--- config.mk ---
export PLATFORM = sky130hd
export DESIGN_NAME = puf_eval_ctrl
export DESIGN_NICKNAME = d
export VERILOG_FILES = /design/src/rtl/puf_pkg.sv /design/src/rtl/sync_2ff.sv /design/src/rtl/puf_eval_ctrl.sv
export SDC_FILE = /design/constraint.sdc
export NUM_CORES = 1
export LEC_CHECK = 0
export CAP_MARGIN = 20
export CELL_PAD_IN_SITES_DETAIL_PLACEMENT = 1
export CELL_PAD_IN_SITES_GLOBAL_PLACEMENT = 2
export CORE_MARGIN = 2
export CORE_UTILIZATION = 25
export DETAILED_ROUTE_END_ITERATION = 8
export GPL_TIMING_DRIVEN = 0
export PLACE_DENSITY_LB_ADDON = 0.1
export SYNTH_ARGS = -nofsm -noshare
export SYNTH_HDL_FRONTEND = slang
export SYNTH_SLANG_ARGS = --single-unit
--- constraint.sdc ---
create_clock -name iclk -period 1.84 [get_ports iclk]
set_input_delay 0.552 -clock iclk [delete_from_list [all_inputs] [get_ports iclk]]
set_output_delay 0.552 -clock iclk [all_outputs]
set_load 0.02 [all_outputs]
--- src/rtl/puf_pkg.sv ---
// puf_pkg: shared types and defaults for the arbiter-PUF evaluation controller.
//   puf_state_t      : controller state encoding
//   C_LENGTH/C_SETTLE/C_HOLD/C_VOTES : default parameter values
//   cnt_w(n)         : bits needed to hold the values 0..n
package puf_pkg;

    typedef enum logic [2:0] {
        S_IDLE,
        S_SETTLE,
        S_FIRE,
        S_RELAX,
        S_DONE
    } puf_state_t;

    localparam int C_LENGTH = 32;
    localparam int C_SETTLE = 4;
    localparam int C_HOLD   = 8;
    localparam int C_VOTES  = 5;

    function automatic int cnt_w(input int n);
        return (n < 1) ? 1 : $clog2(n + 1);
    endfunction

endpackage

--- src/rtl/sync_2ff.sv ---
// sync_2ff: two-flop synchronizer for a single asynchronous bit.
//   iclk : clock
//   irst : synchronous reset, active-high; clears both flops
//   id   : asynchronous input
//   oq   : synchronized output (two cycles of latency)
module sync_2ff (
    input  logic iclk,
    input  logic irst,
    input  logic id,
    output logic oq
);

    logic [1:0] sync_pipe;

    always_ff @(posedge iclk) begin
        if (irst) sync_pipe <= '0;
        else      sync_pipe <= {sync_pipe[0], id};
    end

    assign oq = sync_pipe[1];

endmodule

--- src/rtl/puf_eval_ctrl.sv ---
// puf_eval_ctrl: sequencing controller for the arbiter-PUF delay line.
// Accepts a challenge, drives it onto the mux chain, fires C_VOTES races
// separated by settle gaps, samples the synchronized arbiter output at the
// end of each race and returns a majority-voted response with its ones-count.
//
// Ports:
//   iclk, irst            : clock, synchronous active-high reset
//   ivalid/oready         : challenge handshake, ichallenge = challenge word
//   iabort                : cancel an evaluation in progress
//   opulse, ochallenge    : race pulse and registered challenge to delay line
//   iarb                  : arbiter decision, asynchronous to iclk
//   ovalid/iready         : response handshake
//   oresp, oones          : voted response bit and number of races returning 1
//   ostable               : unanimity flag (only with PUF_STABILITY_EN)
//
// Optional feature macro: PUF_STABILITY_EN adds the ostable output.
module puf_eval_ctrl #(
    parameter int C_LENGTH = puf_pkg::C_LENGTH,
    parameter int C_SETTLE = puf_pkg::C_SETTLE,
    parameter int C_HOLD   = puf_pkg::C_HOLD,
    parameter int C_VOTES  = puf_pkg::C_VOTES
) (
    input  logic                         iclk,
    input  logic                         irst,
    input  logic                         ivalid,
    input  logic [C_LENGTH-1:0]          ichallenge,
    output logic                         oready,
    input  logic                         iabort,
    output logic                         opulse,
    output logic [C_LENGTH-1:0]          ochallenge,
    input  logic                         iarb,
    output logic                         ovalid,
    input  logic                         iready,
    output logic                         oresp,
`ifdef PUF_STABILITY_EN
    output logic                         ostable,
`endif
    output logic [$clog2(C_VOTES+1)-1:0] oones
);

    import puf_pkg::*;

    localparam int PH_MAX = (C_SETTLE > C_HOLD) ? C_SETTLE : C_HOLD;
    localparam int PH_W   = cnt_w(PH_MAX);
    localparam int OW     = $clog2(C_VOTES + 1);

    puf_state_t      state;
    logic [PH_W-1:0] ph_cnt;   // remaining cycles in SETTLE/FIRE/RELAX
    logic [OW-1:0]   votes;    // races completed so far
    logic            arb_s;

    sync_2ff u_sync (
        .iclk (iclk),
        .irst (irst),
        .id   (iarb),
        .oq   (arb_s)
    );

    always_ff @(posedge iclk) begin
        if (irst) begin
            state      <= S_IDLE;
            ph_cnt     <= '0;
            votes      <= '0;
            oready     <= 1'b1;
            opulse     <= 1'b0;
            ochallenge <= '0;
            ovalid     <= 1'b0;
            oresp      <= 1'b0;
            oones      <= '0;
`ifdef PUF_STABILITY_EN
            ostable    <= 1'b0;
`endif
        end else begin
            case (state)
                S_IDLE: begin
                    if (ivalid) begin
                        ochallenge <= ichallenge;
                        oones      <= '0;
                        votes      <= '0;
                        oresp      <= 1'b0;
`ifdef PUF_STABILITY_EN
                        ostable    <= 1'b0;
`endif
                        oready     <= 1'b0;
                        ph_cnt     <= PH_W'(C_SETTLE - 1);
                        state      <= S_SETTLE;
                    end
                end

                S_SETTLE, S_FIRE, S_RELAX: begin
                    // Abort takes priority over any phase transition, so a
                    // sample on the final FIRE edge is dropped.
                    if (iabort) begin
                        opulse <= 1'b0;
                        oready <= 1'b1;
                        state  <= S_IDLE;
                    end else if (ph_cnt != '0) begin
                        ph_cnt <= ph_cnt - PH_W'(1);
                    end else begin
                        case (state)
                            S_SETTLE: begin
                                opulse <= 1'b1;
                                ph_cnt <= PH_W'(C_HOLD - 1);
                                state  <= S_FIRE;
                            end
                            S_FIRE: begin
                                opulse <= 1'b0;
                                oones  <= oones + OW'(arb_s);
                                votes  <= votes + OW'(1);
                                ph_cnt <= PH_W'(C_SETTLE - 1);
                                state  <= S_RELAX;
                            end
                            default: begin  // S_RELAX
                                if (votes < OW'(C_VOTES)) begin
                                    opulse <= 1'b1;
                                    ph_cnt <= PH_W'(C_HOLD - 1);
                                    state  <= S_FIRE;
                                end else begin
                                    ovalid  <= 1'b1;
                                    oresp   <= (oones > OW'(C_VOTES / 2));
`ifdef PUF_STABILITY_EN
                                    ostable <= (oones == '0) || (oones == OW'(C_VOTES));
`endif
                                    state   <= S_DONE;
                                end
                            end
                        endcase
                    end
                end

                S_DONE: begin
                    if (iready) begin
                        ovalid <= 1'b0;
                        oready <= 1'b1;
                        state  <= S_IDLE;
                    end
                end

                default: state <= S_IDLE;
            endcase
        end
    end

endmodule
==> metrics.cfg, run 1 <==
[sta]
setup_viol=0
min_period_over_period_pct=98.2
fin_ws_ns=0.0339
worst_pin_slew_ns=0.518
timing.fmax_ghz=0.554
whs_ns=0.454
relSlewSlack_pct=65.5
finalHoldViolations=0
fin_setup_tns_ns=0
min_period_ns=1.81
fin_worst_skew_ns=0.00729
rsz0062_at_grt=no
drv_slew=0

[cells_and_area]
nets=378
diodes=0
final_util_pct=39.9
drive_above_1_share_pct=10.7
final_cells=441
final_cell_area_mm2=0.00326
fillCellCount=978
syn2layout_area_growth_pct=54.9

[hold_path]
hold_class=reg2reg
worstHoldStart=u_sync.sync_pipe[0]
holdPathStages=1
worstHoldEndpoint=u_sync.sync_pipe[1]

[critical_path]
critical-path-top-delay-family=buffers and inverters
worstPathRequired_ns=1.29
max_stage_delay_ns=0.61
critPathKind=reg2out
cp-start-kind=flip-flop
slowest_stage=clkdlybuf4s50_1
cp_data_arrival_time_ns=1.25
r2r-start=state[2]
cp_max_fo=2
cp.buffers_inverters=1
r2r_slack_ns=0.16
cp-end-kind=output port
worstRegToRegCells=5
cp_num_cells=1
r2r_end=ph_cnt[1]
cp_cell_sequence=clkdlybuf4s50_1

[floorplanning]
io-pin-count=77
die_h_um=95.8
coreArea_mm2=0.00818
row_count=33
die_w_um=95.8
initial_core_util_pct=25.8
die_area_mm2=0.00918

[yosys]
syn-cell-area_mm2=0.00211
synth-seq-cells=51
synth-compound-area-share_pct=16.7
ys.flop_type=dfxtp_1
syn_nets=293
async_reset_ff_share_pct=0
yosys_warnings=0
avgSynthCellArea_um2=8.43
netlist_instances=250
muxShareOfSynthArea_pct=1.96
synth_xor_area_share_pct=1.66
synth_edf_count=0
synth_top_family_by_area=simple AND/OR/NAND/NOR gates
synthSimpleGateAreaFrac_pct=24.0
synth_seq_area_share_pct=48.5
ys_types=40
synth_fa_ha_area_share_pct=2.97

[clocking]
worstSkewPairLatency_ns=0.30
clkTransAtPathRegs_ns=0.09
clock-root-buffer=clkbuf_8
cts_buffers=5
cts_tree=built
clock_path_buffers=2
ctsHtreeMaxLevel=2
clkSinkCount=51

[power_and_ir_drop]
ir_drop_v=0.000367
powerDensity_mw_per_mm2=784
p_leak_nw=1.71
design_power_total_mw=2.56

[global_route]
grt_pass1_wl_mm=9.92
grt_pass1_vias=2016
antenna_found_initial=0
gr-total-overflow=0
grt_max_degree=16
grtUsageTotal_pct=14.0

[routing]
ant_nets=0
wl_mm=6.09
vias_per_cell=4.54
drt_first_pass_iters=3
wl_per_cell_um=13.8
dr.first_iter.drc_count=46
remaining_drc_errors=0
num_vias=2000

[place]
dpl.hpwl_mm=4.37
globalplace.congestion=0.706
placed_cells=431
post-place-ws_ns=-0.672
placed_cell_area_mm2=0.00300
port_buffers=76

[status]
outcome=finished clean

[job]
drv_cap=0

-- timing repair --
action	4_1_cts	5_1_grt
endpoints found under the setup margin	46	63
resized for setup	22	39
hold buffers	0	0
pin swaps	1	0
buffers inserted	2	0
-- flip-flops by register name, indices dropped and copies added, names as in the netlist --
signal and flops:
ochallenge 32, votes 3, oready 1, oones 3, state 3, ovalid 1
oresp 1, u_sync.sync_pipe 2, ph_cnt 4, opulse 1
-- routing by layer --
metal | routed length (µm) | track usage (%) | vias up
li1 | - | - | 1016
met2 | 2750 | 21.9 | 47
met4 | 76 | 3.93 | 0
met3 | 425 | 5.48 | 6
met1 | 2840 | 17.8 | 931
met5 | 0 | 0 | -
-- power breakdown --
group	leakage (nW)	switching, mW	total (mW)	internal [mW]
clock network	0.0612	0.379	0.820	0.441
logic	1.23	0.270	0.531	0.262
registers	0.418	0.0400	1.21	1.17
-- layout by cell type, fill, tap and decap left out, types with 4 or more instances in the layout --
cell	instances
nand3_1	5
dlygate4sd2_1	10
buf_2	4
nand2_1	70
ha_1	5
xor2_1	4
a21oi_1	41
clkbuf_8	9
dfxtp_1	51
nor2_1	9
dlymetal6s2s_1	28
clkdlybuf4s50_1	38
-- synth_stat cells, types with 2 or more instances --
cell type   n  share of area, %
dfxtp_1    51                48
buf_2       5               1.2
buf_6       2               1.1
a31oi_1     2              0.59
o21ai_1     2              0.48
o21a_1      2              0.71
nor4b_2     2               1.4
o21ba_2     2              0.95
nand3_1     5               1.2
mux2i_1     3               1.4
clkbuf_1    9               1.6
inv_1       2              0.36
nor2b_1     3              0.89
nor4_1      3              0.89
ha_1        5               3.0
nand2b_1    3              0.89
a21oi_1    42                10
nor2_1      9               1.6
nor3_1      3              0.71
xor2_1      4               1.7
nand2_1    70                12
o21ai_0     3              0.71
-- cell families (layout without fill, tap and decap cells) --
| group | after synthesis | after routing |
|---|---|---|
| compound gates | 60 | 60 |
| xor+xnor | 4 | 4 |
| fa+ha+maj | 5 | 5 |
| buf+inv | 18 | 104 |
| flops | 51 | 51 |
| mux | 4 | 4 |
| simple gates | 108 | 108 |
-- final cells by class --
cell class                 count  area, µm²  share of cell area [%]
tap                          105        131                    4.03
timing repair buffer          78        833                    25.5
sequential                    51       1020                    31.3
buffer                        16        121                    3.72
clock inverter                 2       35.0                    1.07
clock buffer                   6       82.6                    2.53
multi-input combinational    181       1030                    31.6
inverter                       2       7.51                   0.230
-- worst max path at each step --
stage,start,slack [ns],to
floorplan,ph_cnt[0],0.24,oones[0]
global placement,ivalid,-0.66,votes[1]
detailed placement,ivalid,-0.67,votes[1]
CTS,ochallenge[30],0.0001,ochallenge[30]
global route,ochallenge[17],0.0008,ochallenge[17]
finish,ochallenge[31],0.03,ochallenge[31]
-- worst reg2reg max path: cells and delay by family (launching register included) --
kind | cells | cell delay (ns)
AOI/OAI and AO/OA | 2 | 0.40
buffers and inverters | 1 | 0.38
and+or+nand+nor | 2 | 0.33
DFF | 1 | 0.48
Power figures use the tool's default switching activity.
==> inputs of run 2 (changes only) <==
--- a/config.mk
+++ b/config.mk
@@ -9,7 +9,8 @@
 export CELL_PAD_IN_SITES_DETAIL_PLACEMENT = 1
 export CELL_PAD_IN_SITES_GLOBAL_PLACEMENT = 2
 export CORE_MARGIN = 2
-export CORE_UTILIZATION = 25
+export CORE_UTILIZATION = 26
+export CTS_BUF_LIST = sky130_fd_sc_hd__clkbuf_4
 export DETAILED_ROUTE_END_ITERATION = 8
 export GPL_TIMING_DRIVEN = 0
 export PLACE_DENSITY_LB_ADDON = 0.1
==> run 2 against run 1 <==
Wire length shrank 1.4%; non-clock buffer count shrank 1; first-iteration DRC count shrank 61%; highest routed layer unchanged; sequential cell count is the same.
==> metrics.cfg, run 2 (same netlist as run 1, synthesis figures left out) <==
[cells_and_area]
final_cells=436
final_cell_area_mm2=0.00305
multi_input_area_mm2=0.00103
top_register=ochallenge
final_cell_mix=nand2_1 (70), dfxtp_1 (51), a21oi_1 (41)
syn2layout_area_growth_pct=44.8
mostFrequentLayoutCell=nand2_1
final_util_pct=39.1
drive_above_1_share_pct=9.58
diodes=0
largestRegisters=ochallenge x32, ph_cnt x4
largest_register_ffs=32
fillCellCount=956
nets=377
regArea_mm2=0.00102

[power_and_ir_drop]
combPwrFrac_pct=22.7
ir_drop_v=0.000287
pwr-share-clk_pct=22.9
design_power_total_mw=2.22
p_leak_nw=1.31
p_switching_mw=0.673
switching_share_pct=30.4
powerDensity_mw_per_mm2=727
p_int_mw=1.54
seqPwrFrac_pct=54.4

[sta]
relSlewSlack_pct=60.7
setup_viol=0
min_period_over_period_pct=96.9
worst_pin_slew_ns=0.589
fin_setup_tns_ns=0
drv_slew=0
min_period_ns=1.78
finalHoldViolations=0
rsz0062_at_grt=no
timing.fmax_ghz=0.561
whs_ns=0.459
fin_worst_skew_ns=0.00944
fin_ws_ns=0.0569

[clocking]
cts_buffers=5
clock-root-buffer=clkbuf_4
worstSkewPairLatency_ns=0.37
clock_path_buffers=2
cts_tree=built
clkTransAtPathRegs_ns=0.15
clkSinkCount=51
ctsHtreeMaxLevel=2

[floorplanning]
row_count=32
io-pin-count=77
die_area_mm2=0.00884
die_h_um=94.0
die_w_um=94.0
coreArea_mm2=0.00781
initial_core_util_pct=27.0

[global_route]
grt_max_degree=16
grt_use_met2_pct=22.3
grt_use_met1_pct=18.2
grt_pass1_vias=2042
grt_busiest_layer=met2
gr-total-overflow=0
globalRouteMet3Util_pct=6.58
grtUsageTotal_pct=14.5
antenna_found_initial=0
grt_pass1_wl_mm=9.98

[critical_path]
r2r_slack_ns=0.14
max_stage_delay_ns=0.50
cp_cell_sequence=clkdlybuf4s50_1 > or4b_4 > buf_6 > o21a_1 > nor2_1 > a311oi_2
cp_max_fo=8
cp_data_arrival_time_ns=2.04
r2r-start=ph_cnt[0]
critical-path-top-delay-family=buffers and inverters
crit_start=ivalid
cp-end-kind=flip-flop
cp.buffers_inverters=2
slowest_stage=clkdlybuf4s50_1
critPathKind=in2reg
cp-start-kind=input pin
worstPathRequired_ns=2.10

[place]
dpl.hpwl_mm=4.41
port_buffers=76
placed_cell_area_mm2=0.00300
post-place-ws_ns=-0.687
globalplace.congestion=0.745
placed_cells=428

[routing]
wl_mm=6.01
ant_nets=0
vias_per_cell=4.60
num_vias=2004
dr.first_iter.drc_count=18
wl_per_cell_um=13.8
remaining_drc_errors=0
drt_first_pass_iters=4

[hold_path]
worstHoldStart=u_sync.sync_pipe[0]
hold_class=reg2reg

[status]
outcome=finished clean

[job]
drv_cap=0

[run 2: area by class of cell]
class                           count  share of cell area [%]
Sequential cell                    51                    33.5
Tap cell                          102                    4.18
Clock buffer                        5                    1.23
Multi-Input combinational cell    181                    33.9
Inverter                            2                   0.246
Timing Repair Buffer               77                    23.6
Buffer                             16                    2.95
Clock inverter                      2                   0.410
[run 2: routing by layer]
| layer | vias up | wire length, µm |
|---|---|---|
| met1 | 939 | 2790 |
| met5 | - | 0 |
| met2 | 45 | 2700 |
| li1 | 1015 | - |
| met4 | 0 | 72 |
| met3 | 5 | 442 |
[run 2: worst reg2reg max path: cells and delay by family (launching register included)]
| family | cells | cell delay (ns) |
|---|---|---|
| DFF | 1 | 0.43 |
| adders and majority gates | 1 | 0.20 |
| muxes | 1 | 0.22 |
| AOI/OAI and AO/OA | 1 | 0.27 |
| buffers and inverters | 2 | 0.26 |
| and+or+nand+nor | 2 | 0.22 |
[run 2: path summary, 6_finish.rpt]
path | end | cells past startpoint
worst max-delay path | ph_cnt[1] | 6
worst min-delay path | u_sync.sync_pipe[1] | 1
worst max register to register | oones[0] | 7
worst min register to register | u_sync.sync_pipe[1] | 1
[run 2: repair_timing]
item / in CTS / in global routing
gates resized for setup: 46 / 8
buffers inserted: 0 / 1
endpoints found under the setup margin: 75 / 32
hold buffers: 0 / 0
[run 2: power groups by stage]
stage	clock [mW]	sequential, mW	combinational (mW)
after global routing	0.593	1.22	0.560
after floorplan	0	1.29	0.215
after detailed placement	0	1.23	0.524
final	0.507	1.21	0.503
after global placement	0	1.23	0.520
after CTS	0.551	1.21	0.499
